==> src/rtl/corr_frame_serializer.sv <==
// corr_frame_serializer
// Captures correlator snapshots into a pending/active double buffer and
// serializes the active buffer as a byte frame:
//     HDR0, HDR1, SEQ, payload words (LSB first) [, CSUM]
// The frame is handed out one byte at a time over a valid/ready handshake.
// Optional feature macro: CORR_FRAME_CHECKSUM_EN adds a trailing checksum
// byte so that the bytes from SEQ through CSUM sum to 8'h00 (mod 256).
module corr_frame_serializer #(
    parameter int          RESOLUTION = 12,
    parameter int          NUM_WORDS  = 36,
    parameter logic [7:0]  HDR0       = 8'hA5,
    parameter logic [7:0]  HDR1       = 8'h5A
) (
    input  logic                            clk,
    input  logic                            reset_n,
    input  logic [RESOLUTION*NUM_WORDS-1:0] snap_data,
    input  logic                            snap_strobe,
    input  logic                            enable,
    output logic [7:0]                      byte_data,
    output logic                            byte_valid,
    input  logic                            byte_ready,
    output logic                            busy,
    output logic [7:0]                      overrun_count
);

    localparam int BYTES_PER_WORD = (RESOLUTION + 7) / 8;
    localparam int DATA_W         = RESOLUTION * NUM_WORDS;
    localparam int EXT_W          = BYTES_PER_WORD * 8;
    localparam int WORD_IDX_W     = (NUM_WORDS > 1) ? $clog2(NUM_WORDS) : 1;
    localparam int BYTE_IDX_W     = (BYTES_PER_WORD > 1) ? $clog2(BYTES_PER_WORD) : 1;
    localparam logic [WORD_IDX_W-1:0] LAST_WORD = WORD_IDX_W'(NUM_WORDS - 1);
    localparam logic [BYTE_IDX_W-1:0] LAST_BYTE = BYTE_IDX_W'(BYTES_PER_WORD - 1);

    typedef enum logic [2:0] {
        ST_IDLE    = 3'd0,
        ST_HDR0    = 3'd1,
        ST_HDR1    = 3'd2,
        ST_SEQ     = 3'd3,
        ST_PAYLOAD = 3'd4
`ifdef CORR_FRAME_CHECKSUM_EN
        ,
        ST_CSUM    = 3'd5
`endif
    } state_t;

    // Select one byte of a word, zero-extending the unused upper bits.
    function automatic logic [7:0] word_byte(input logic [RESOLUTION-1:0] word,
                                             input logic [BYTE_IDX_W-1:0] sel);
        logic [EXT_W-1:0] ext;
        ext                 = '0;
        ext[RESOLUTION-1:0] = word;
        return ext[int'(sel)*8 +: 8];
    endfunction

`ifdef CORR_FRAME_CHECKSUM_EN
    // Byte that brings the running modular sum back to zero.
    function automatic logic [7:0] csum_byte(input logic [7:0] acc);
        return 8'h00 - acc;
    endfunction
`endif

    state_t                  state_q, state_d;
    logic [DATA_W-1:0]       pending_q, pending_d;
    logic                    pending_valid_q, pending_valid_d;
    logic [DATA_W-1:0]       active_q, active_d;
    logic [WORD_IDX_W-1:0]   word_idx_q, word_idx_d;
    logic [BYTE_IDX_W-1:0]   byte_idx_q, byte_idx_d;
    logic [7:0]              seq_q, seq_d;
    logic [7:0]              overrun_q, overrun_d;
    logic [7:0]              byte_data_q, byte_data_d;
    logic                    byte_valid_q, byte_valid_d;
    logic                    busy_q, busy_d;
`ifdef CORR_FRAME_CHECKSUM_EN
    logic [7:0]              csum_q, csum_d;
`endif

    logic                    handshake_s;
    logic                    capture_s;
    logic                    promote_s;
    logic                    last_byte_s;
    logic [RESOLUTION-1:0]   cur_word_s;

    assign handshake_s   = byte_valid_q && byte_ready;
    assign capture_s     = snap_strobe && enable;
    assign promote_s     = (state_q == ST_IDLE) && pending_valid_q;
    assign last_byte_s   = (word_idx_q == LAST_WORD) && (byte_idx_q == LAST_BYTE);

    assign byte_data     = byte_data_q;
    assign byte_valid    = byte_valid_q;
    assign busy          = busy_q;
    assign overrun_count = overrun_q;

    // State register with synchronous active-low reset.
    always_ff @(posedge clk) begin
        if (!reset_n) begin
            state_q <= ST_IDLE;
        end else begin
            state_q <= state_d;
        end
    end

    // Datapath and output registers with synchronous active-low reset.
    always_ff @(posedge clk) begin
        if (!reset_n) begin
            pending_q       <= '0;
            pending_valid_q <= 1'b0;
            active_q        <= '0;
            word_idx_q      <= '0;
            byte_idx_q      <= '0;
            seq_q           <= 8'h00;
            overrun_q       <= 8'h00;
            byte_data_q     <= 8'h00;
            byte_valid_q    <= 1'b0;
            busy_q          <= 1'b0;
`ifdef CORR_FRAME_CHECKSUM_EN
            csum_q          <= 8'h00;
`endif
        end else begin
            pending_q       <= pending_d;
            pending_valid_q <= pending_valid_d;
            active_q        <= active_d;
            word_idx_q      <= word_idx_d;
            byte_idx_q      <= byte_idx_d;
            seq_q           <= seq_d;
            overrun_q       <= overrun_d;
            byte_data_q     <= byte_data_d;
            byte_valid_q    <= byte_valid_d;
            busy_q          <= busy_d;
`ifdef CORR_FRAME_CHECKSUM_EN
            csum_q          <= csum_d;
`endif
        end
    end

    // Next-state logic: every non-idle state advances only on a handshake.
    always_comb begin
        state_d = state_q;
        case (state_q)
            ST_IDLE: begin
                if (pending_valid_q) state_d = ST_HDR0;
                else                 state_d = ST_IDLE;
            end
            ST_HDR0: begin
                if (handshake_s) state_d = ST_HDR1;
                else             state_d = ST_HDR0;
            end
            ST_HDR1: begin
                if (handshake_s) state_d = ST_SEQ;
                else             state_d = ST_HDR1;
            end
            ST_SEQ: begin
                if (handshake_s) state_d = ST_PAYLOAD;
                else             state_d = ST_SEQ;
            end
            ST_PAYLOAD: begin
`ifdef CORR_FRAME_CHECKSUM_EN
                if (handshake_s && last_byte_s) state_d = ST_CSUM;
                else                            state_d = ST_PAYLOAD;
`else
                if (handshake_s && last_byte_s) state_d = ST_IDLE;
                else                            state_d = ST_PAYLOAD;
`endif
            end
`ifdef CORR_FRAME_CHECKSUM_EN
            ST_CSUM: begin
                if (handshake_s) state_d = ST_IDLE;
                else             state_d = ST_CSUM;
            end
`endif
            default: state_d = ST_IDLE;
        endcase
    end

    // Buffers, counters, sequence number and overrun bookkeeping.
    always_comb begin
        pending_d       = pending_q;
        pending_valid_d = pending_valid_q;
        active_d        = active_q;
        overrun_d       = overrun_q;
        word_idx_d      = word_idx_q;
        byte_idx_d      = byte_idx_q;
        seq_d           = seq_q;

        // Promotion empties pending; a capture below may refill it at once.
        if (promote_s) begin
            active_d        = pending_q;
            pending_valid_d = 1'b0;
        end else begin
            active_d        = active_q;
        end

        // A capture over unsent pending data (not just promoted) is an overrun.
        if (capture_s) begin
            pending_d       = snap_data;
            pending_valid_d = 1'b1;
            if (pending_valid_q && !promote_s && (overrun_q != 8'hFF)) begin
                overrun_d = overrun_q + 8'd1;
            end else begin
                overrun_d = overrun_q;
            end
        end else begin
            pending_d = pending_q;
        end

        // Indices restart while idle so every frame begins at word 0, byte 0.
        if (state_q == ST_IDLE) begin
            word_idx_d = WORD_IDX_W'(0);
            byte_idx_d = BYTE_IDX_W'(0);
        end else if ((state_q == ST_PAYLOAD) && handshake_s && !last_byte_s) begin
            if (byte_idx_q == LAST_BYTE) begin
                byte_idx_d = BYTE_IDX_W'(0);
                word_idx_d = word_idx_q + WORD_IDX_W'(1);
            end else begin
                byte_idx_d = byte_idx_q + BYTE_IDX_W'(1);
                word_idx_d = word_idx_q;
            end
        end else begin
            word_idx_d = word_idx_q;
            byte_idx_d = byte_idx_q;
        end

        if ((state_q == ST_SEQ) && handshake_s) begin
            seq_d = seq_q + 8'd1;
        end else begin
            seq_d = seq_q;
        end
    end

`ifdef CORR_FRAME_CHECKSUM_EN
    // Running sum of SEQ and payload bytes; cleared while idle.
    always_comb begin
        csum_d = csum_q;
        if (state_q == ST_IDLE) begin
            csum_d = 8'h00;
        end else if (handshake_s && ((state_q == ST_SEQ) || (state_q == ST_PAYLOAD))) begin
            csum_d = csum_q + byte_data_q;
        end else begin
            csum_d = csum_q;
        end
    end
`endif

    // Word of the active buffer addressed by the next word index.
    always_comb begin
        cur_word_s = active_q[int'(word_idx_d)*RESOLUTION +: RESOLUTION];
    end

    // Output register inputs derived from the state being entered.
    always_comb begin
        byte_valid_d = 1'b1;
        busy_d       = 1'b1;
        byte_data_d  = 8'h00;
        case (state_d)
            ST_IDLE: begin
                byte_valid_d = 1'b0;
                busy_d       = 1'b0;
                byte_data_d  = 8'h00;
            end
            ST_HDR0:    byte_data_d = HDR0;
            ST_HDR1:    byte_data_d = HDR1;
            ST_SEQ:     byte_data_d = seq_q;
            ST_PAYLOAD: byte_data_d = word_byte(cur_word_s, byte_idx_d);
`ifdef CORR_FRAME_CHECKSUM_EN
            ST_CSUM:    byte_data_d = csum_byte(csum_d);
`endif
            default: begin
                byte_valid_d = 1'b0;
                busy_d       = 1'b0;
                byte_data_d  = 8'h00;
            end
        endcase
    end

endmodule

==> config.mk <==
export PLATFORM = sky130hd
export DESIGN_NAME = corr_frame_serializer
export DESIGN_NICKNAME = d
export VERILOG_FILES = /design/src/rtl/corr_frame_serializer.sv
export SDC_FILE = /design/constraint.sdc
export NUM_CORES = 2
export LEC_CHECK = 0
export CORE_MARGIN = 5
export CORE_UTILIZATION = 50
export CTS_CLUSTER_DIAMETER = 150
export CTS_CLUSTER_SIZE = 20
export DETAILED_ROUTE_END_ITERATION = 7
export HOLD_SLACK_MARGIN = 0.12
export PLACE_DENSITY = 0.76
export SLEW_MARGIN = 40
export SYNTH_ARGS = -nofsm -noshare
export SYNTH_HDL_FRONTEND = slang
export SYNTH_SLANG_ARGS = --single-unit
==> constraint.sdc <==
create_clock -name clk -period 2.9 [get_ports clk]
set_input_delay 0.725 -clock clk [delete_from_list [all_inputs] [get_ports clk]]
set_output_delay 0.725 -clock clk [all_outputs]
set_load 0.01 [all_outputs]
==> results_tabular.tex <==
\begin{tabular}{lr}
\hline
Metric & Value \\
\hline
\multicolumn{2}{l}{\textbf{Clocking}} \\
\quad CTS tree & built \\
\quad H-tree lvl count & 2 \\
\quad Worst skew pair latency & 630 ps \\
\quad Sinks on Clock Net & 900 \\
\quad Clock root buffer & sky130\_fd\_sc\_hd\_\_clkbuf\_16 \\
\quad Longest Clk Path Bufs & 3 \\
\quad Clock slew at reported path FFs & 80 ps \\
\quad Number of clock buffers inserted by TritonCTS & 50 \\
\quad Hold Buf Count CTS & 0 \\
\multicolumn{2}{l}{\textbf{Logic synthesis}} \\
\quad Post-Syn Area per Cell & 8.04 um2 \\
\quad Register bit total from synthesis & 900 \\
\quad Yosys warning count & 0 \\
\quad Sequential fraction of the synthesis area & 0.481 \\
\quad Count of flip-flops with a built-in enable after synthesis & 0 \\
\quad Net count of the mapped netlist & 5099 \\
\quad Syn Inst Count & 4659 \\
\quad Fraction of registers with async set/reset & 0 \\
\quad Share of the synthesized area in the top cell type & 0.481 \\
\quad Number of distinct standard cells referenced by the synthesized netlist & 74 \\
\quad Netlist Area Pre-Place & 37500 um2 \\
\quad Top post-synthesis cells by area & sky130\_fd\_sc\_hd\_\_dfxtp\_1 (48\%), sky130\_fd\_sc\_hd\_\_nand2\_1 (20\%), sky130\_fd\_sc\_hd\_\_a21boi\_0 (17\%) \\
\quad Dominant cell type by area after synthesis & sky130\_fd\_sc\_hd\_\_dfxtp\_1 \\
\quad Top flip-flop cell by instance count after synthesis & sky130\_fd\_sc\_hd\_\_dfxtp\_1 \\
\multicolumn{2}{l}{\textbf{Power and ir drop}} \\
\quad Pwr dens & 480 nW/um2 \\
\quad Total Power & 22.0 mW \\
\quad Leak pwr & 15.7 nW \\
\quad Worst supply voltage drop on vdd & 0.455 mV \\
\multicolumn{2}{l}{\textbf{Placement}} \\
\quad HPWL Detailed & 84200 um \\
\quad Post-detailed-placement cell area & 43800 um2 \\
\quad Number of buffers added on ports & 454 \\
\quad Weighted congestion reported at the end of routability-driven placement & 0.942 \\
\quad Place WS & -1060 ps \\
\multicolumn{2}{l}{\textbf{STA}} \\
\quad Setup repair after global routing missed its margin & true \\
\quad Rel. slew slack & 0.474 \\
\quad Min Clock Period, post-route & 2920 ps \\
\quad Measured slew at the worst slew-check pin & 789 ps \\
\quad Worst clock skew & 26.7 ps \\
\quad Final period utilization & 1.01 \\
\quad Maximum achievable frequency & 342 MHz \\
\quad Final number of setup-violating endpoints & 1 \\
\quad Count of pins over their slew limit & 0 \\
\quad Fin worst setup slack & -25.0 ps \\
\quad Total Neg Setup Slack & -25.0 ps \\
\quad Fin. Hold Viols & 0 \\
\multicolumn{2}{l}{\textbf{Cells and area}} \\
\quad Fraction of layout cells with a size suffix above 1 & 0.0764 \\
\quad Design area & 45900 um2 \\
\quad Layout Nets & 5475 \\
\quad Number of fill cells & 6614 \\
\quad Area growth from synthesis to layout & 22.6\% \\
\multicolumn{2}{l}{\textbf{Global route}} \\
\quad Initial antenna violation count & 7 \\
\quad Via count of the first global-routing pass & 30800 \\
\quad Grt ovf & 0 \\
\quad Combined global-route utilization of all metal layers & 0.272 \\
\quad Wire length of the first global-routing pass & 177000 um \\
\quad Largest net degree at the start of global routing & 202 \\
\multicolumn{2}{l}{\textbf{Flow run}} \\
\quad Number of max-capacitance violations reported & 0 \\
\multicolumn{2}{l}{\textbf{Min path}} \\
\quad Hold Path Origin & pending\_q[404] \\
\quad Class of the most critical hold timing path & flip-flop to flip-flop \\
\multicolumn{2}{l}{\textbf{Setup path}} \\
\quad Cell chain of the critical path & or4b\_4 > a211oi\_4 > a21o\_4 > buf\_12 > mux2i\_1 > mux2\_2 > o22ai\_1 > o31a\_1 > a2111o\_1 \\
\quad Critical-path maximum fanout & 8 \\
\quad Buffers and inverters on the worst path & 1 \\
\quad Delay of the slowest cell on the worst path & 530 ps \\
\quad Kind of end point of the critical path & flip-flop \\
\quad Critical Path Source Type & flip-flop \\
\quad Family with the most delay on the worst path & compound AO/OA/AOI/OAI gates \\
\quad Slowest library cell on the worst path & sky130\_fd\_sc\_hd\_\_or4b\_4 \\
\quad Launch point of the critical path & state\_q[1] \\
\quad Critical setup path kind & flip-flop to flip-flop \\
\quad Critical Path RT & 3410 ps \\
\quad Arrival time at the worst endpoint & 3440 ps \\
\quad Worst R2R Start & state\_q[1] \\
\multicolumn{2}{l}{\textbf{Die}} \\
\quad Count of boundary I/O pins & 455 \\
\quad Core region area & 74300 um2 \\
\quad Horiz. Die Dim & 284 um \\
\quad Site row count & 100 \\
\quad Die Height & 284 um \\
\quad Die Footprint & 80500 um2 \\
\quad Effective utilization at floorplan & 0.504 \\
\multicolumn{2}{l}{\textbf{Routing}} \\
\quad Routed vias & 32300 \\
\quad Sum of routed wire length over all layers & 116000 um \\
\quad Routed Antenna Nets & 0 \\
\quad Detailed-route wire length per cell & 19.3 um \\
\quad DRC violations left & 0 \\
\quad Number of detailed-routing iterations run before antenna repair & 6 \\
\quad Detail-routed via count per cell & 5.37 \\
\quad Count of routing violations after the opening detailed-route iteration & 2943 \\
\multicolumn{2}{l}{\textbf{Run status}} \\
\quad Failing checks & negative setup slack \\
\quad Result of the run & finished, violations left \\
\hline
\end{tabular}
==> cells in the final DEF (no fill, tap or decap), drive strengths merged, types with 5 or more instances in the layout <==
cell type | synthesis | routed
a2111oi | 5 | 5
a211oi | 8 | 8
a21boi | 867 | 867
a21oi | 25 | 26
a31oi | 16 | 16
a32oi | 11 | 11
and2 | 25 | 25
and3 | 18 | 18
buf | 64 | 229
clkbuf | 298 | 56
clkdlybuf4s50 | 0 | 452
dfxtp | 900 | 900
inv | 6 | 6
mux2 | 16 | 16
mux2i | 111 | 111
nand2 | 1994 | 1994
nand3 | 105 | 105
nand4 | 20 | 20
nor2 | 28 | 28
nor3 | 14 | 14
nor4 | 8 | 8
o2111ai | 5 | 5
o211ai | 6 | 6
o21ai | 15 | 15
o22ai | 9 | 9
o31ai | 6 | 6
xnor2 | 8 | 8
xor2 | 6 | 6
==> registers in the layout, summed over array words and instances, names as in the netlist <==
register and cells:
word_idx_q 6, byte_idx_q 1, busy 1, active_q 432, byte_data 8, pending_q 432
state_q 3, seq_q 8, overrun_count 8, pending_valid_q 1
==> tightest hold or removal path, stage by stage (launching register included) <==
cell	delay, ps
sky130_fd_sc_hd__dfxtp_1	320
sky130_fd_sc_hd__nand2_1	50
sky130_fd_sc_hd__a21boi_0	60
==> cell families (layout without fill, tap and decap cells) <==
group,count (synthesis),after routing,share of synthesized area
buf+inv,368,744,0.0413
flops,900,900,0.481
compound gates,1012,1013,0.203
xor+xnor,14,14,0.00327
fa+ha+maj,3,3,0.00100
mux,127,127,0.0345
simple gates,2235,2235,0.236
other cells,0,4,0
==> path summary, 6_finish.rpt <==
path                            slack, ps  cells after the start       endpoint
worst max register to register        -20                      9   byte_data[2]
worst min-delay path                  460                      2  active_q[404]
worst max-delay path                  -20                      9   byte_data[2]
worst min register to register        460                      2  active_q[404]
==> Yosys cell counts, types with 3 or more instances <==
master	instances
sky130_fd_sc_hd__a2111oi_0	3
sky130_fd_sc_hd__a211oi_1	7
sky130_fd_sc_hd__a21boi_0	867
sky130_fd_sc_hd__a21oi_1	25
sky130_fd_sc_hd__a311oi_1	4
sky130_fd_sc_hd__a31oi_1	15
sky130_fd_sc_hd__a32oi_1	11
sky130_fd_sc_hd__and2_1	23
sky130_fd_sc_hd__and3_1	18
sky130_fd_sc_hd__buf_1	16
sky130_fd_sc_hd__buf_2	28
sky130_fd_sc_hd__buf_4	11
sky130_fd_sc_hd__buf_6	6
sky130_fd_sc_hd__clkbuf_1	297
sky130_fd_sc_hd__dfxtp_1	900
sky130_fd_sc_hd__ha_1	3
sky130_fd_sc_hd__inv_1	6
sky130_fd_sc_hd__mux2_2	16
sky130_fd_sc_hd__mux2i_1	111
sky130_fd_sc_hd__nand2_1	1994
sky130_fd_sc_hd__nand3_1	105
sky130_fd_sc_hd__nand4_1	20
sky130_fd_sc_hd__nor2_1	27
sky130_fd_sc_hd__nor2b_1	3
sky130_fd_sc_hd__nor3_1	14
sky130_fd_sc_hd__nor4_1	8
sky130_fd_sc_hd__o2111ai_1	5
sky130_fd_sc_hd__o211ai_1	6
sky130_fd_sc_hd__o21a_1	4
sky130_fd_sc_hd__o21ai_0	15
sky130_fd_sc_hd__o21bai_1	3
sky130_fd_sc_hd__o22ai_1	9
sky130_fd_sc_hd__o31a_1	4
sky130_fd_sc_hd__o31ai_1	6
sky130_fd_sc_hd__o32ai_1	4
sky130_fd_sc_hd__or2_2	3
sky130_fd_sc_hd__or3_1	4
sky130_fd_sc_hd__xnor2_1	8
sky130_fd_sc_hd__xor2_1	6
==> power breakdown <==
group          total [mW]  switching [mW]  internal [mW]
Sequential           12.9           0.222           12.7
Clock                7.20            3.97           3.23
Combinational        1.91           0.920          0.989
Total                22.0            5.11           16.9
==> cell type report <==
cell class              count  area (um2)  area share
multi-input cells        3392       18300       0.399
flip-flops and latches    900       18000       0.392
repair buffers            685        7010       0.153
clock buffers              53        1330      0.0289
well taps                 969        1210      0.0264
inverters                   6        22.5    0.000490
diodes                      4        10.0    0.000218
==> per-stage QoR <==
stage,instances,hold slack (ps),utilization
final,6009,463,0.618
after global routing,6007,461,0.618
after CTS,5990,439,0.612
after detailed placement,5928,456,0.590
after global placement,5927,450,0.589
after floorplan,4659,440,-
==> metal layers <==
metal	global-route usage	up-vias	share of wire
li1	-	16000	-
met4	0.0686	6	0.028
met2	0.461	879	0.48
met3	0.0495	182	0.064
met1	0.362	15200	0.43
met5	0	-	0.00030
==> what timing repair did <==
action,4_1_cts,5_1_grt
pin swaps,12,12
buffers inserted,6,12
hold endpoints to repair,0,0
setup endpoints to repair,8,8
cloned,3,3
gates resized for setup,53,62
Power figures use the tool's default switching activity.
